**config.mk**
```make
export PLATFORM = sky130hd
export DESIGN_NAME = tx_flat
export DESIGN_NICKNAME = d
export VERILOG_FILES = /design/src/rtl/tx_if.sv /design/src/rtl/tx.sv /design/src/flat_wrapper.sv
export SDC_FILE = /design/constraint.sdc
export NUM_CORES = 1
export LEC_CHECK = 0
export BUFFER_PORTS_ARGS = -buffer_cell sky130_fd_sc_hd__buf_4
export CAP_MARGIN = 25
export CORE_UTILIZATION = 46
export CTS_BUF_LIST = sky130_fd_sc_hd__clkbuf_8 sky130_fd_sc_hd__clkbuf_16
export DETAILED_ROUTE_END_ITERATION = 10
export PLACE_DENSITY = 0.88
export REMOVE_ABC_BUFFERS = 1
export SYNTH_ARGS = -nofsm -noshare
export SYNTH_HDL_FRONTEND = slang
export SYNTH_SLANG_ARGS = --single-unit
```
**constraint.sdc**
```tcl
create_clock -name clk -period 1.9 [get_ports clk]
set_input_delay 0 -clock clk [delete_from_list [all_inputs] [get_ports clk]]
set_output_delay 0 -clock clk [all_outputs]
set_load 0.05 [all_outputs]
```
**src/rtl/tx_if.sv**
```systemverilog
// Transmitter-facing bundle: switch request/grant and buffer read port toward the receiver,
// toggle req/ack link toward the downstream receiver, plus a registered debug event strobe.
interface tx_if #(
  parameter int SIZE      = 8,
  parameter int BUFF_BITS = 3
);
  logic                 sw_req;
  logic                 sw_gnt;
  logic [BUFF_BITS-1:0] buf_addr;
  logic [SIZE-1:0]      buf_data;
  logic                 ch_req;
  logic [SIZE-1:0]      ch_flit;
  logic                 ch_ack;
  logic [15:0]          flits_sent;
  // one-cycle debug pulse: dbg_evt 0 = grant, 1 = flit sent, 2 = packet complete
  logic                 dbg_vld;
  logic [1:0]           dbg_evt;
  logic [BUFF_BITS-1:0] dbg_idx;
  logic                 dbg_nohead;
  logic [7:0]           dbg_inst;
  logic [63:0]          dbg_name;

  modport master (
    input  sw_req, buf_data, ch_ack,
    output sw_gnt, buf_addr, ch_req, ch_flit, flits_sent,
           dbg_vld, dbg_evt, dbg_idx, dbg_nohead, dbg_inst, dbg_name
  );

  modport slave (
    output sw_req, buf_data, ch_ack,
    input  sw_gnt, buf_addr, ch_req, ch_flit, flits_sent,
           dbg_vld, dbg_evt, dbg_idx, dbg_nohead, dbg_inst, dbg_name
  );
endinterface

```
**src/rtl/tx.sv**
```systemverilog
// NoC output-port transmitter: grants a receiver's packet, then streams 2**BUFF_BITS flits over a toggle req/ack link.
// Grant one edge after sw_req; first flit two edges after sw_req drops; each flit held until ch_ack == ch_req (>= 2 cycles/flit).
module tx #(
  parameter int          ID        = 0,
  parameter logic [63:0] MOD_NAME  = "TX",
  parameter int          SIZE      = 8,
  parameter int          BUFF_BITS = 3
) (
  input  logic  clk,
  input  logic  reset,
  tx_if.master  bus
);
  localparam logic [BUFF_BITS-1:0] LAST_IDX  = {BUFF_BITS{1'b1}};
  localparam logic [1:0]           EVT_GRANT = 2'd0;
  localparam logic [1:0]           EVT_FLIT  = 2'd1;
  localparam logic [1:0]           EVT_DONE  = 2'd2;

  typedef enum logic [2:0] {IDLE, GRANT, LOAD, WAIT_ACK, DONE} state_t;

  state_t               state;
  logic [BUFF_BITS-1:0] idx;
  logic [15:0]          sent_cnt;

  assign bus.flits_sent = sent_cnt;
  assign bus.dbg_inst   = 8'(ID);
  assign bus.dbg_name   = MOD_NAME;

  always_ff @(posedge clk or negedge reset) begin
    if (!reset) begin
      state          <= IDLE;
      idx            <= '0;
      sent_cnt       <= '0;
      bus.sw_gnt     <= 1'b0;
      bus.buf_addr   <= '0;
      bus.ch_req     <= 1'b0;
      bus.ch_flit    <= '0;
      bus.dbg_vld    <= 1'b0;
      bus.dbg_evt    <= EVT_GRANT;
      bus.dbg_idx    <= '0;
      bus.dbg_nohead <= 1'b0;
    end else begin
      bus.dbg_vld    <= 1'b0;
      bus.dbg_nohead <= 1'b0;
      case (state)
        IDLE: begin
          if (bus.sw_req) begin
            bus.sw_gnt  <= 1'b1;
            state       <= GRANT;
            bus.dbg_vld <= 1'b1;
            bus.dbg_evt <= EVT_GRANT;
          end
        end
        // the receiver dropping sw_req is its acknowledgement of the grant
        GRANT: begin
          if (!bus.sw_req) begin
            bus.buf_addr <= '0;
            state        <= LOAD;
          end
        end
        // a missing head flit is only flagged; the flit is still sent
        LOAD: begin
          bus.ch_flit    <= bus.buf_data;
          bus.ch_req     <= ~bus.ch_req;
          state          <= WAIT_ACK;
          bus.dbg_vld    <= 1'b1;
          bus.dbg_evt    <= EVT_FLIT;
          bus.dbg_idx    <= idx;
          bus.dbg_nohead <= (idx == '0) && !bus.buf_data[SIZE-1];
        end
        WAIT_ACK: begin
          if (bus.ch_ack == bus.ch_req) begin
            sent_cnt <= sent_cnt + 16'd1;
            if (idx != LAST_IDX) begin
              bus.buf_addr <= bus.buf_addr + 1'b1;
              idx          <= idx + 1'b1;
              state        <= LOAD;
            end else begin
              bus.sw_gnt   <= 1'b0;
              idx          <= '0;
              bus.buf_addr <= '0;
              state        <= DONE;
              bus.dbg_vld  <= 1'b1;
              bus.dbg_evt  <= EVT_DONE;
            end
          end
        end
        // one dead cycle keeps sw_gnt low before any re-grant
        DONE:    state <= IDLE;
        default: state <= IDLE;
      endcase
    end
  end
endmodule

```
**src/flat_wrapper.sv**
```systemverilog
// flat-port wrapper written by rule: the top's interface ports become plain ports
module tx_flat 
#(
  parameter int          ID        = 0,
  parameter logic [63:0] MOD_NAME  = "  ",
  parameter int          SIZE      = 8,
  parameter int          BUFF_BITS = 3
)
  (clk, reset, bus_sw_req, bus_buf_data, bus_ch_ack, bus_sw_gnt, bus_buf_addr, bus_ch_req, bus_ch_flit, bus_flits_sent, bus_dbg_vld, bus_dbg_evt, bus_dbg_idx, bus_dbg_nohead, bus_dbg_inst, bus_dbg_name);
  tx_if #(.SIZE(SIZE), .BUFF_BITS(BUFF_BITS)) bus_i ();
  input  logic clk;
  input  logic reset;
  input wire logic [$bits(bus_i.sw_req)-1:0] bus_sw_req;
  input wire logic [$bits(bus_i.buf_data)-1:0] bus_buf_data;
  input wire logic [$bits(bus_i.ch_ack)-1:0] bus_ch_ack;
  output wire logic [$bits(bus_i.sw_gnt)-1:0] bus_sw_gnt;
  output wire logic [$bits(bus_i.buf_addr)-1:0] bus_buf_addr;
  output wire logic [$bits(bus_i.ch_req)-1:0] bus_ch_req;
  output wire logic [$bits(bus_i.ch_flit)-1:0] bus_ch_flit;
  output wire logic [$bits(bus_i.flits_sent)-1:0] bus_flits_sent;
  output wire logic [$bits(bus_i.dbg_vld)-1:0] bus_dbg_vld;
  output wire logic [$bits(bus_i.dbg_evt)-1:0] bus_dbg_evt;
  output wire logic [$bits(bus_i.dbg_idx)-1:0] bus_dbg_idx;
  output wire logic [$bits(bus_i.dbg_nohead)-1:0] bus_dbg_nohead;
  output wire logic [$bits(bus_i.dbg_inst)-1:0] bus_dbg_inst;
  output wire logic [$bits(bus_i.dbg_name)-1:0] bus_dbg_name;
  assign bus_i.sw_req = bus_sw_req;
  assign bus_i.buf_data = bus_buf_data;
  assign bus_i.ch_ack = bus_ch_ack;
  assign bus_sw_gnt = bus_i.sw_gnt;
  assign bus_buf_addr = bus_i.buf_addr;
  assign bus_ch_req = bus_i.ch_req;
  assign bus_ch_flit = bus_i.ch_flit;
  assign bus_flits_sent = bus_i.flits_sent;
  assign bus_dbg_vld = bus_i.dbg_vld;
  assign bus_dbg_evt = bus_i.dbg_evt;
  assign bus_dbg_idx = bus_i.dbg_idx;
  assign bus_dbg_nohead = bus_i.dbg_nohead;
  assign bus_dbg_inst = bus_i.dbg_inst;
  assign bus_dbg_name = bus_i.dbg_name;
  tx #(.ID(ID), .MOD_NAME(MOD_NAME), .SIZE(SIZE), .BUFF_BITS(BUFF_BITS)) u_core (.clk(clk), .reset(reset), .bus(bus_i));
endmodule
```
==> flow_summary.yaml, run 1 <==
outcome:
  outcome: "finished, final reports clean"
hold_path:
  timing.hold.worst_endpoint: "u_core.bus.sw_gnt$_DFFE_PN0P_"
  min_path_cells: 2
  hp-class: "input port to flip-flop"
  worst_hold_startpoint: "bus_sw_req"
global_routing:
  grt_util_met2_pct: 27.6
  wire_length_of_the_first_global_routing_pass_um: 6370
  grt_use_met3_pct: 2.44
  overflow: 0
  grt_start_max_net_pins: 43
  first_global_vias: 1290
  grt_antenna_before_repair: 0
  grt_usage_pct: 15.8
  met1_usage_pct: 19.1
  grt-busiest-layer: "met2"
worst_setup_path:
  timing.critical_path.slowest_stage_cell: "sky130_fd_sc_hd__dfrtp_1"
  worst-path-max-fanout: 10
  cp-start-kind: "flip-flop"
  register_to_register_setup_slack_ns: 0.27
  worst_setup_path_end_kind: "flip-flop"
  worst-path-buf-inv: 1
  critPathTopFamily: "flip-flops"
  max_stage_delay_ns: 0.44
  cp.depth: 5
  arrival_ns: 1.81
  criticalPathCategory: "flip-flop to flip-flop"
  crit-reg2reg-capture: "u_core.bus.sw_gnt$_DFFE_PN0P_"
  critical_r2r_launch: "u_core.bus.ch_req$_DFFE_PN0P_"
  worstPathRequired_ns: 2.08
  worstPathCellList: "xnor2_2, buf_4, and2_1, nand2_2, a32o_1"
  reg2regPathDepth: 5
synth:
  synthesis.instances: 226
  ys_types: 37
  ys_async_sr_fraction_pct: 100
  syn-cell-area_mm2: 0.00242
  postSynthAreaPerCell_um2: 10.7
  postSynthRegisterBits: 42
  synth.area.top_cells: "sky130_fd_sc_hd__dfrtp_1 (43%), sky130_fd_sc_hd__buf_4 (23%), sky130_fd_sc_hd__mux2_4 (4.3%), sky130_fd_sc_hd__ha_1 (3.1%), sky130_fd_sc_hd__xnor2_1 (2.9%)"
  yosys_most_used_dff: "sky130_fd_sc_hd__dfrtp_1"
  synth-edff-count: 0
  ys_seq_area_share_pct: 43.3
  synth_top_area_cell: "sky130_fd_sc_hd__dfrtp_1"
  synth_largest_type_area_fraction_pct: 43.3
  ys.warnings.count: 0
cts:
  tritoncts: "yes"
  cts-buffers-inserted: 5
  cts.sinks: 42
  cts_max_level: 2
  path_clk_slew_ns: 0.08
  clock_latency_ns: 0.29
  clockRootBuffer: "sky130_fd_sc_hd__clkbuf_8"
  ctsLongestPathBuffers: 2
sta:
  timing_max_transition_violations_final: 0
  finalWorstPathRequiredPeriod_ns: 1.63
  final_hold_viol_count: 0
  worst-slew-pin-transition_ns: 0.513
  setup_viol: 0
  fmax_mhz: 613
  final_worst_path_cycle_share_pct: 85.9
  grt_setup_unrepaired: "no"
  setup_tns_ns: 0
  clock-skew-final_ns: 0.00953
  finalWorstSetupSlack_ns: 0.269
  slew_headroom_pct: 65.8
layout:
  num-nets-final: 304
  finalCoreUtilization_pct: 53.9
  flow.area_growth_from_synthesis_pct: 13.5
  antenna_fix_cells: 0
  drive_gt1_share_pct: 27.0
  layout.cells.non_filler: 355
  final_area_mm2: 0.00275
drt:
  drt_wl_total_um: 4290
  dr.first_iter.drc_count: 93
  ant_nets: 0
  wl_per_cell_um: 12.1
  drc_errors: 0
  first_pass_iteration_count_of_the_detailed_router: 4
  num_vias: 1501
  post_drt_via_cell_ratio: 4.23
floorplanning:
  die_w_um: 74.6
  ios: 120
  die_h_um: 74.6
  design.die.area_mm2: 0.00557
  initial_utilization_pct: 47.5
  row_count: 26
  core_area_mm2: 0.00511
power:
  vdd.ir_drop.worst_v: 0.000726
  p_per_area_mw_per_mm2: 1710
  power.static_leakage_uw: 0.00148
place:
  placed_cells_incl_taps: 340
  io_buffers: 47
  placed_area_mm2: 0.00258
  dp.final_hpwl_um: 2950
  gp_congestion: 0.802
  preCtsSetupSlack_ns: 0.311
job:
  cap_violations: 0
==> synth_stat cells, types with 2 or more instances <==
cell type,instances
sky130_fd_sc_hd__nand2_1,13
sky130_fd_sc_hd__buf_4,73
sky130_fd_sc_hd__o21ai_0,3
sky130_fd_sc_hd__mux2_4,7
sky130_fd_sc_hd__nand2_2,2
sky130_fd_sc_hd__and3_1,3
sky130_fd_sc_hd__dfrtp_1,42
sky130_fd_sc_hd__nand4_1,4
sky130_fd_sc_hd__nor3_2,4
sky130_fd_sc_hd__nand3_1,5
sky130_fd_sc_hd__xnor2_1,8
sky130_fd_sc_hd__nor2_1,11
sky130_fd_sc_hd__a22o_1,2
sky130_fd_sc_hd__ha_1,6
sky130_fd_sc_hd__xor2_1,8
sky130_fd_sc_hd__mux2_2,5
sky130_fd_sc_hd__and4_1,2
sky130_fd_sc_hd__conb_1,2
sky130_fd_sc_hd__a31oi_1,2
sky130_fd_sc_hd__inv_1,7
==> metal layers <==
layer | wire [um] | up-vias
met5 | 0 | -
met4 | 81 | 0
met3 | 189 | 5
met2 | 2200 | 62
met1 | 1810 | 720
li1 | - | 714
==> timing repair <==
| action | 4_1_cts | 5_1_grt |
|---|---|---|
| gates resized for setup | 0 | 0 |
| endpoints found under the hold margin | 50 | 0 |
| buffers inserted | 0 | 0 |
| hold buffers | 9 | 0 |
==> power breakdown <==
| part | leakage [uW] | internal (uW) | switching [uW] |
|---|---|---|---|
| clock | 0.0000431 | 280 | 283 |
| sequential | 0.000518 | 1210 | 298 |
| combinational | 0.000921 | 860 | 1790 |
==> registers in the layout (all words and copies together), names as in the netlist <==
name / cells
u_core.state: 3
u_core.bus.dbg_idx: 3
u_core.bus.ch_flit: 8
u_core.bus.dbg_evt: 2
u_core.bus.dbg_nohead: 1
u_core.bus.ch_req: 1
u_core.bus.flits_sent: 16
u_core.bus.buf_addr: 3
u_core.bus.dbg_vld: 1
u_core.idx: 3
u_core.bus.sw_gnt: 1
==> cells in the final DEF (no fill, tap or decap) <==
| cell | n |
|---|---|
| sky130_fd_sc_hd__ha_1 | 6 |
| sky130_fd_sc_hd__a31o_1 | 1 |
| sky130_fd_sc_hd__and2_1 | 1 |
| sky130_fd_sc_hd__inv_2 | 1 |
| sky130_fd_sc_hd__and4b_1 | 1 |
| sky130_fd_sc_hd__inv_1 | 7 |
| sky130_fd_sc_hd__or3b_1 | 1 |
| sky130_fd_sc_hd__o21ai_1 | 1 |
| sky130_fd_sc_hd__buf_4 | 49 |
| sky130_fd_sc_hd__mux2_4 | 7 |
| sky130_fd_sc_hd__nand2_2 | 2 |
| sky130_fd_sc_hd__xor2_1 | 8 |
| sky130_fd_sc_hd__or3_1 | 1 |
| sky130_fd_sc_hd__nand4_1 | 4 |
| sky130_fd_sc_hd__xnor2_1 | 8 |
| sky130_fd_sc_hd__a31oi_1 | 2 |
| sky130_fd_sc_hd__conb_1 | 72 |
| sky130_fd_sc_hd__and3_1 | 3 |
| sky130_fd_sc_hd__a22o_1 | 2 |
| sky130_fd_sc_hd__a32o_1 | 1 |
| sky130_fd_sc_hd__nor2b_1 | 1 |
| sky130_fd_sc_hd__dlygate4sd3_1 | 9 |
| sky130_fd_sc_hd__xnor2_2 | 1 |
| sky130_fd_sc_hd__a311oi_1 | 1 |
| sky130_fd_sc_hd__and3b_2 | 1 |
| sky130_fd_sc_hd__and4_1 | 2 |
| sky130_fd_sc_hd__mux2_2 | 5 |
| sky130_fd_sc_hd__dfrtp_1 | 42 |
| sky130_fd_sc_hd__nor2_1 | 11 |
| sky130_fd_sc_hd__nand3_1 | 5 |
| sky130_fd_sc_hd__nand4_2 | 1 |
| sky130_fd_sc_hd__nor3_2 | 4 |
| sky130_fd_sc_hd__nand2_1 | 13 |
| sky130_fd_sc_hd__o21ai_0 | 3 |
| sky130_fd_sc_hd__clkbuf_8 | 6 |
| sky130_fd_sc_hd__a21oi_1 | 1 |
| sky130_fd_sc_hd__nand3b_1 | 1 |
==> cell families (layout without fill, tap and decap cells) <==
family	Yosys count	in the layout	share of synthesized area, %
fa+ha+maj	6	6	3.10
compound gates	12	12	3.41
xor+xnor	17	17	6.45
simple gates	52	52	12.2
mux	12	12	6.66
flops	42	42	43.3
other cells	2	72	0.310
buf+inv	83	72	24.5
==> stage by stage <==
| stage | power, uW | hold slack (ns) |
|---|---|---|
| finish | 4720 | 0.0179 |
| CTS | 4730 | 0.0143 |
| floorplan | 3420 | -0.296 |
| global placement | 4060 | 0.0127 |
| detailed placement | 4140 | 0.0103 |
| global route | 4960 | 0.0352 |
==> how the worst max path moves through the flow <==
stage	startpoint	end	slack (ns)
detailed placement	u_core.bus.ch_req$_DFFE_PN0P_	u_core.bus.sw_gnt$_DFFE_PN0P_	0.31
CTS	u_core.bus.ch_req$_DFFE_PN0P_	u_core.bus.sw_gnt$_DFFE_PN0P_	0.27
floorplan	u_core.bus.ch_req$_DFFE_PN0P_	u_core.bus.buf_addr[0]$_DFFE_PN0P_	-0.02
global placement	u_core.bus.ch_req$_DFFE_PN0P_	u_core.bus.dbg_evt[0]$_DFFE_PN0P_	0.38
finish	u_core.bus.ch_req$_DFFE_PN0P_	u_core.bus.sw_gnt$_DFFE_PN0P_	0.27
global route	u_core.bus.ch_req$_DFFE_PN0P_	u_core.bus.sw_gnt$_DFFE_PN0P_	0.15
==> final cells by class <==
type                       count  area, um2
multi-input combinational    171       1040
sequential                    42       1050
inverter                       8       30.0
timing repair buffer          58        458
clock buffer                   6       82.6
fill                         456       2360
tap                           70       87.6
No activity file was read; power rests on OpenSTA's default activity.
==> inputs of run 2 (changes only) <==
- REMOVE_ABC_BUFFERS: 1 -> unset
- clock period: 1.9 -> 1.75 ns (I/O delays scaled with it)
==> run 2 against run 1 <==
Compared with the run above:
- worst hold slack got worse by 0.0066 ns
- global-route usage fell by 0.74 points
- wire length is 2.3% lower
- cell area up 0.59%
==> flow_summary.yaml, run 2 (same netlist as run 1, synthesis figures left out) <==
outcome:
  outcome: "finished, final reports clean"
global_routing:
  grt_start_max_net_pins: 43
  overflow: 0
  first_global_vias: 1369
  wire_length_of_the_first_global_routing_pass_um: 6250
  grt_antenna_before_repair: 0
  grt_usage_pct: 15.1
layout:
  multiInputGateArea_mm2: 0.00104
  final_area_mm2: 0.00277
  antenna_fix_cells: 0
  num-nets-final: 305
  drive_gt1_share_pct: 27.4
  flow.area_growth_from_synthesis_pct: 14.1
  fill_cells: 465
  mostFrequentLayoutCell: "sky130_fd_sc_hd__conb_1"
  final-seq-area_mm2: 0.00105
  most_frequent_cells_in_the_layout: "sky130_fd_sc_hd__conb_1 (72), sky130_fd_sc_hd__buf_4 (50), sky130_fd_sc_hd__dfrtp_1 (42), sky130_fd_sc_hd__nand2_1 (13), sky130_fd_sc_hd__nor2_1 (11)"
  number_of_flip_flops_in_the_largest_register: 16
sta:
  final_worst_path_cycle_share_pct: 91.3
  hold_slack_ns: 0.0113
  slew_headroom_pct: 65.1
  setup_viol: 0
  finalWorstSetupSlack_ns: 0.153
  finalWorstPathRequiredPeriod_ns: 1.60
  worst-slew-pin-transition_ns: 0.523
  clock-skew-final_ns: 0.00503
  setup_tns_ns: 0
  final_hold_viol_count: 0
  grt_setup_unrepaired: "no"
  timing_max_transition_violations_final: 0
  fmax_mhz: 626
place:
  dp.final_hpwl_um: 3010
  placed_area_mm2: 0.00259
  gp_congestion: 0.803
  preCtsSetupSlack_ns: 0.179
  io_buffers: 47
hold_path:
  worst_hold_startpoint: "bus_sw_req"
  min_path_cells: 2
  timing.hold.worst_endpoint: "u_core.bus.sw_gnt$_DFFE_PN0P_"
  hp-class: "input port to flip-flop"
cts:
  post_cts_hold_buffer_count: 9
  path_clk_slew_ns: 0.08
  cts-buffers-inserted: 5
  cts.sinks: 42
  cts_max_level: 2
  postCtsResizedCells: 0
  clock_latency_ns: 0.28
  clockRootBuffer: "sky130_fd_sc_hd__clkbuf_8"
  tritoncts: "yes"
  ctsLongestPathBuffers: 2
  postCtsSetupBuffers: 0
floorplanning:
  row_count: 26
  initial_utilization_pct: 47.5
  ios: 120
  die_w_um: 74.6
  die_h_um: 74.6
  core_area_mm2: 0.00511
  design.die.area_mm2: 0.00557
drt:
  wl_per_cell_um: 11.7
  post_drt_via_cell_ratio: 4.31
  drc_errors: 0
  drt_wl_total_um: 4190
  first_pass_iteration_count_of_the_detailed_router: 4
  dr.first_iter.drc_count: 82
  ant_nets: 0
  num_vias: 1543
power:
  vdd.ir_drop.worst_v: 0.000707
  p_per_area_mw_per_mm2: 1850
  fin_total_pwr_uw: 5130
  power.static_leakage_uw: 0.00150
worst_setup_path:
  worst_setup_path_end_kind: "flip-flop"
  register_to_register_setup_slack_ns: 0.15
  worst-path-max-fanout: 5
  crit-reg2reg-capture: "u_core.bus.buf_addr[0]$_DFFE_PN0P_"
  arrival_ns: 1.77
  criticalPathCategory: "flip-flop to flip-flop"
  critical_r2r_launch: "u_core.bus.ch_req$_DFFE_PN0P_"
  cp-start-kind: "flip-flop"
  worstPathRequired_ns: 1.93
  reg2regPathDepth: 4
job:
  cap_violations: 0
[run 2: layer usage]
| metal | global-route usage [%] | part of all wire (%) | vias to the layer above |
|---|---|---|---|
| li1 | - | - | 712 |
| met3 | 3.52 | 4.9 | 8 |
| met2 | 27.4 | 54 | 74 |
| met4 | 6.50 | 2.0 | 0 |
| met5 | 0 | 0 | - |
| met1 | 16.8 | 39 | 749 |
[run 2: how the worst max path moves through the flow]
stage                                                       end                                 start  cells after the start
after CTS                    u_core.bus.buf_addr[0]$_DFFE_PN0P_         u_core.bus.ch_req$_DFFE_PN0P_                      4
after global routing      u_core.bus.flits_sent[12]$_DFFE_PN0P_  u_core.bus.flits_sent[0]$_DFFE_PN0P_                      5
final                        u_core.bus.buf_addr[0]$_DFFE_PN0P_         u_core.bus.ch_req$_DFFE_PN0P_                      4
after global placement       u_core.bus.buf_addr[0]$_DFFE_PN0P_         u_core.bus.ch_req$_DFFE_PN0P_                      4
after floorplan              u_core.bus.buf_addr[0]$_DFFE_PN0P_         u_core.bus.ch_req$_DFFE_PN0P_                      4
after detailed placement     u_core.bus.buf_addr[0]$_DFFE_PN0P_         u_core.bus.ch_req$_DFFE_PN0P_                      4
[run 2: layout make-up]
type	count	share of cell area (%)
multi-input cells	171	37.7
clock buffers	6	2.98
repair buffers	59	16.8
well taps	70	3.16
flip-flops and latches	42	38.0
clock inverters	2	0.316
inverters	8	1.08
[run 2: critical path, stage by stage (launching register included)]
cell                      delay, ns
sky130_fd_sc_hd__dfrtp_1       0.44
sky130_fd_sc_hd__xnor2_2       0.28
sky130_fd_sc_hd__a21oi_1       0.10
sky130_fd_sc_hd__or3b_1        0.40
sky130_fd_sc_hd__mux2_2        0.27
[run 2: power by group]
part	switching [uW]	total (uW)	internal, uW	leakage, uW
Combinational	1940	2890	950	0.000926
Clock	309	621	312	0.0000524
Sequential	311	1620	1310	0.000518
Total	2560	5130	2570	0.00150
[run 2: per-stage QoR]
step                      cells  utilization (%)
final                       358             54.2
after global routing        358             54.2
after CTS                   358             54.2
after detailed placement    341             50.6
after global placement      341             50.6
after floorplan             296                -
==> inputs of run 3 (changes only) <==
--- a/constraint.sdc
+++ b/constraint.sdc
@@ -3,2 +3,2 @@
 set_output_delay 0 -clock clk [all_outputs]
-set_load 0.05 [all_outputs]
+set_load 0.1 [all_outputs]
==> run 3 against run 2 <==
Compared with the run above:
- critical path depth is 1 higher
- worst hold slack better by 0.046 ns
- via count is 0.32% lower
- clock-buffer cell count stayed put
- register-to-register slack hardly changed
- setup slack worse by 0.012 ns
- wire length is 6.5% lower
- highest routed layer unchanged
- die area stayed put
==> flow_summary.yaml, run 3 (same netlist as run 1, synthesis figures left out) <==
place:
  gp_congestion: 0.760
  preCtsSetupSlack_ns: 0.139
  io_buffers: 47
  dp.final_hpwl_um: 2830
  placed_area_mm2: 0.00261
layout:
  number_of_flip_flops_in_the_largest_register: 16
  mostFrequentLayoutCell: "sky130_fd_sc_hd__conb_1"
  antenna_fix_cells: 0
  final_area_mm2: 0.00282
  num-nets-final: 305
  flow.area_growth_from_synthesis_pct: 16.4
  drive_gt1_share_pct: 31.3
  fill_cells: 450
  most_frequent_cells_in_the_layout: "sky130_fd_sc_hd__conb_1 (72), sky130_fd_sc_hd__buf_4 (48), sky130_fd_sc_hd__dfrtp_1 (30), sky130_fd_sc_hd__nand2_1 (13), sky130_fd_sc_hd__dfrtp_2 (12)"
cts:
  post_cts_hold_buffer_count: 10
  clockRootBuffer: "sky130_fd_sc_hd__clkbuf_8"
  cts_max_level: 2
  cts.sinks: 42
  postCtsResizedCells: 0
  ctsLongestPathBuffers: 2
  clock_latency_ns: 0.29
  cts-buffers-inserted: 5
  postCtsSetupBuffers: 0
  tritoncts: "yes"
  path_clk_slew_ns: 0.08
sta:
  finalWorstPathRequiredPeriod_ns: 1.61
  worst-slew-pin-transition_ns: 0.517
  slew_headroom_pct: 65.5
  timing_max_transition_violations_final: 0
  fmax_mhz: 622
  setup_viol: 0
  clock-skew-final_ns: 0.00521
  setup_tns_ns: 0
  finalWorstSetupSlack_ns: 0.141
  grt_setup_unrepaired: "no"
  final_hold_viol_count: 0
  final_worst_path_cycle_share_pct: 91.9
global_routing:
  grt_antenna_before_repair: 0
  grt_start_max_net_pins: 43
  first_global_vias: 1373
  overflow: 0
  grt_usage_pct: 15.5
  wire_length_of_the_first_global_routing_pass_um: 6230
worst_setup_path:
  worst_setup_path_startpoint: "u_core.bus.ch_req$_DFFE_PN0P_"
  cp-start-kind: "flip-flop"
  critical_r2r_launch: "u_core.bus.ch_req$_DFFE_PN0P_"
  worst_setup_path_end_kind: "flip-flop"
  worstPathRequired_ns: 1.93
  arrival_ns: 1.79
  criticalPathCategory: "flip-flop to flip-flop"
  worst-path-max-fanout: 9
drt:
  wl_per_cell_um: 10.9
  drt-met1-wl_um: 1590
  routed_length_on_met3_um: 268
  met2_length_um: 1990
  first_pass_iteration_count_of_the_detailed_router: 6
  drc_errors: 0
  topRoutingLayerUsed: "met4"
  num_vias: 1538
  drt_wl_total_um: 3920
  ant_nets: 0
  post_drt_via_cell_ratio: 4.30
  dr.first_iter.drc_count: 57
job:
  cap_violations: 0
floorplanning:
  row_count: 26
  initial_utilization_pct: 47.5
  die_h_um: 74.6
  design.die.area_mm2: 0.00557
  core_area_mm2: 0.00511
  ios: 120
  die_w_um: 74.6
outcome:
  outcome: "finished, final reports clean"
hold_path:
  worst_hold_startpoint: "bus_ch_ack"
  hp-class: "input port to flip-flop"
[run 3: changes by cell type in the layout (fill, tap and decap cells not counted)]
cell and delta:
sky130_fd_sc_hd__dfrtp_2 +12, sky130_fd_sc_hd__buf_4 -2, sky130_fd_sc_hd__dlygate4sd3_1 +1, sky130_fd_sc_hd__clkinv_2 -1
sky130_fd_sc_hd__dfrtp_1 -12, sky130_fd_sc_hd__buf_12 +1, sky130_fd_sc_hd__bufinv_16 +1
[run 3: routing by layer]
metal	vias to the layer above	track usage, %
met5	-	0
met1	746	18.6
li1	713	-
met2	74	24.9
met3	5	5.42
met4	0	6.92
[run 3: through the flow]
step | utilization [%] | instances | hold slack (ns)
6_report | 55.3 | 358 | 0.0575
5_1_grt | 55.3 | 358 | 0.0556
4_1_cts | 55.3 | 358 | 0.0450
3_5_place_dp | 51.0 | 340 | 0.0185
3_3_place_gp | 51.0 | 340 | 0.0112
2_1_floorplan | - | 296 | -0.296
[run 3: worst paths after layout]
kind | endpoint | slack (ns) | depth (start not counted)
worst max-delay path | u_core.bus.sw_gnt$_DFFE_PN0P_ | 0.14 | 5
worst min-delay path | u_core.state[0]$_DFFE_PN0P_ | 0.06 | 3
worst max register to register | u_core.bus.sw_gnt$_DFFE_PN0P_ | 0.14 | 5
worst min register to register | u_core.bus.flits_sent[15]$_DFFE_PN0P_ | 0.47 | 1
max in group asynchronous | u_core.bus.ch_req$_DFFE_PN0P_ | 1.15 | 2
min in group asynchronous | u_core.bus.flits_sent[14]$_DFFE_PN0P_ | 0.22 | 2
[run 3: final cells by class]
| cell class | instances | area (um2) | share of cell area (%) |
|---|---|---|---|
| flip-flops and latches | 42 | 1070 | 37.8 |
| inverters | 8 | 30.0 | 1.06 |
| clock buffers | 6 | 82.6 | 2.93 |
| well taps | 70 | 87.6 | 3.10 |
| clock inverters | 2 | 33.8 | 1.20 |
| repair buffers | 59 | 480 | 17.0 |
| multi-input cells | 171 | 1040 | 36.9 |
[run 3: critical path, cell delays in order (launching register included)]
cell	delay, ns
sky130_fd_sc_hd__dfrtp_2	0.44
sky130_fd_sc_hd__xnor2_2	0.22
sky130_fd_sc_hd__buf_4	0.19
sky130_fd_sc_hd__and2_1	0.29
sky130_fd_sc_hd__nand2_2	0.13
sky130_fd_sc_hd__a32o_1	0.22
Power of run 3 is not shown: default switching activity piles up to over one toggle a cycle in this logic, so the estimate is an artifact.
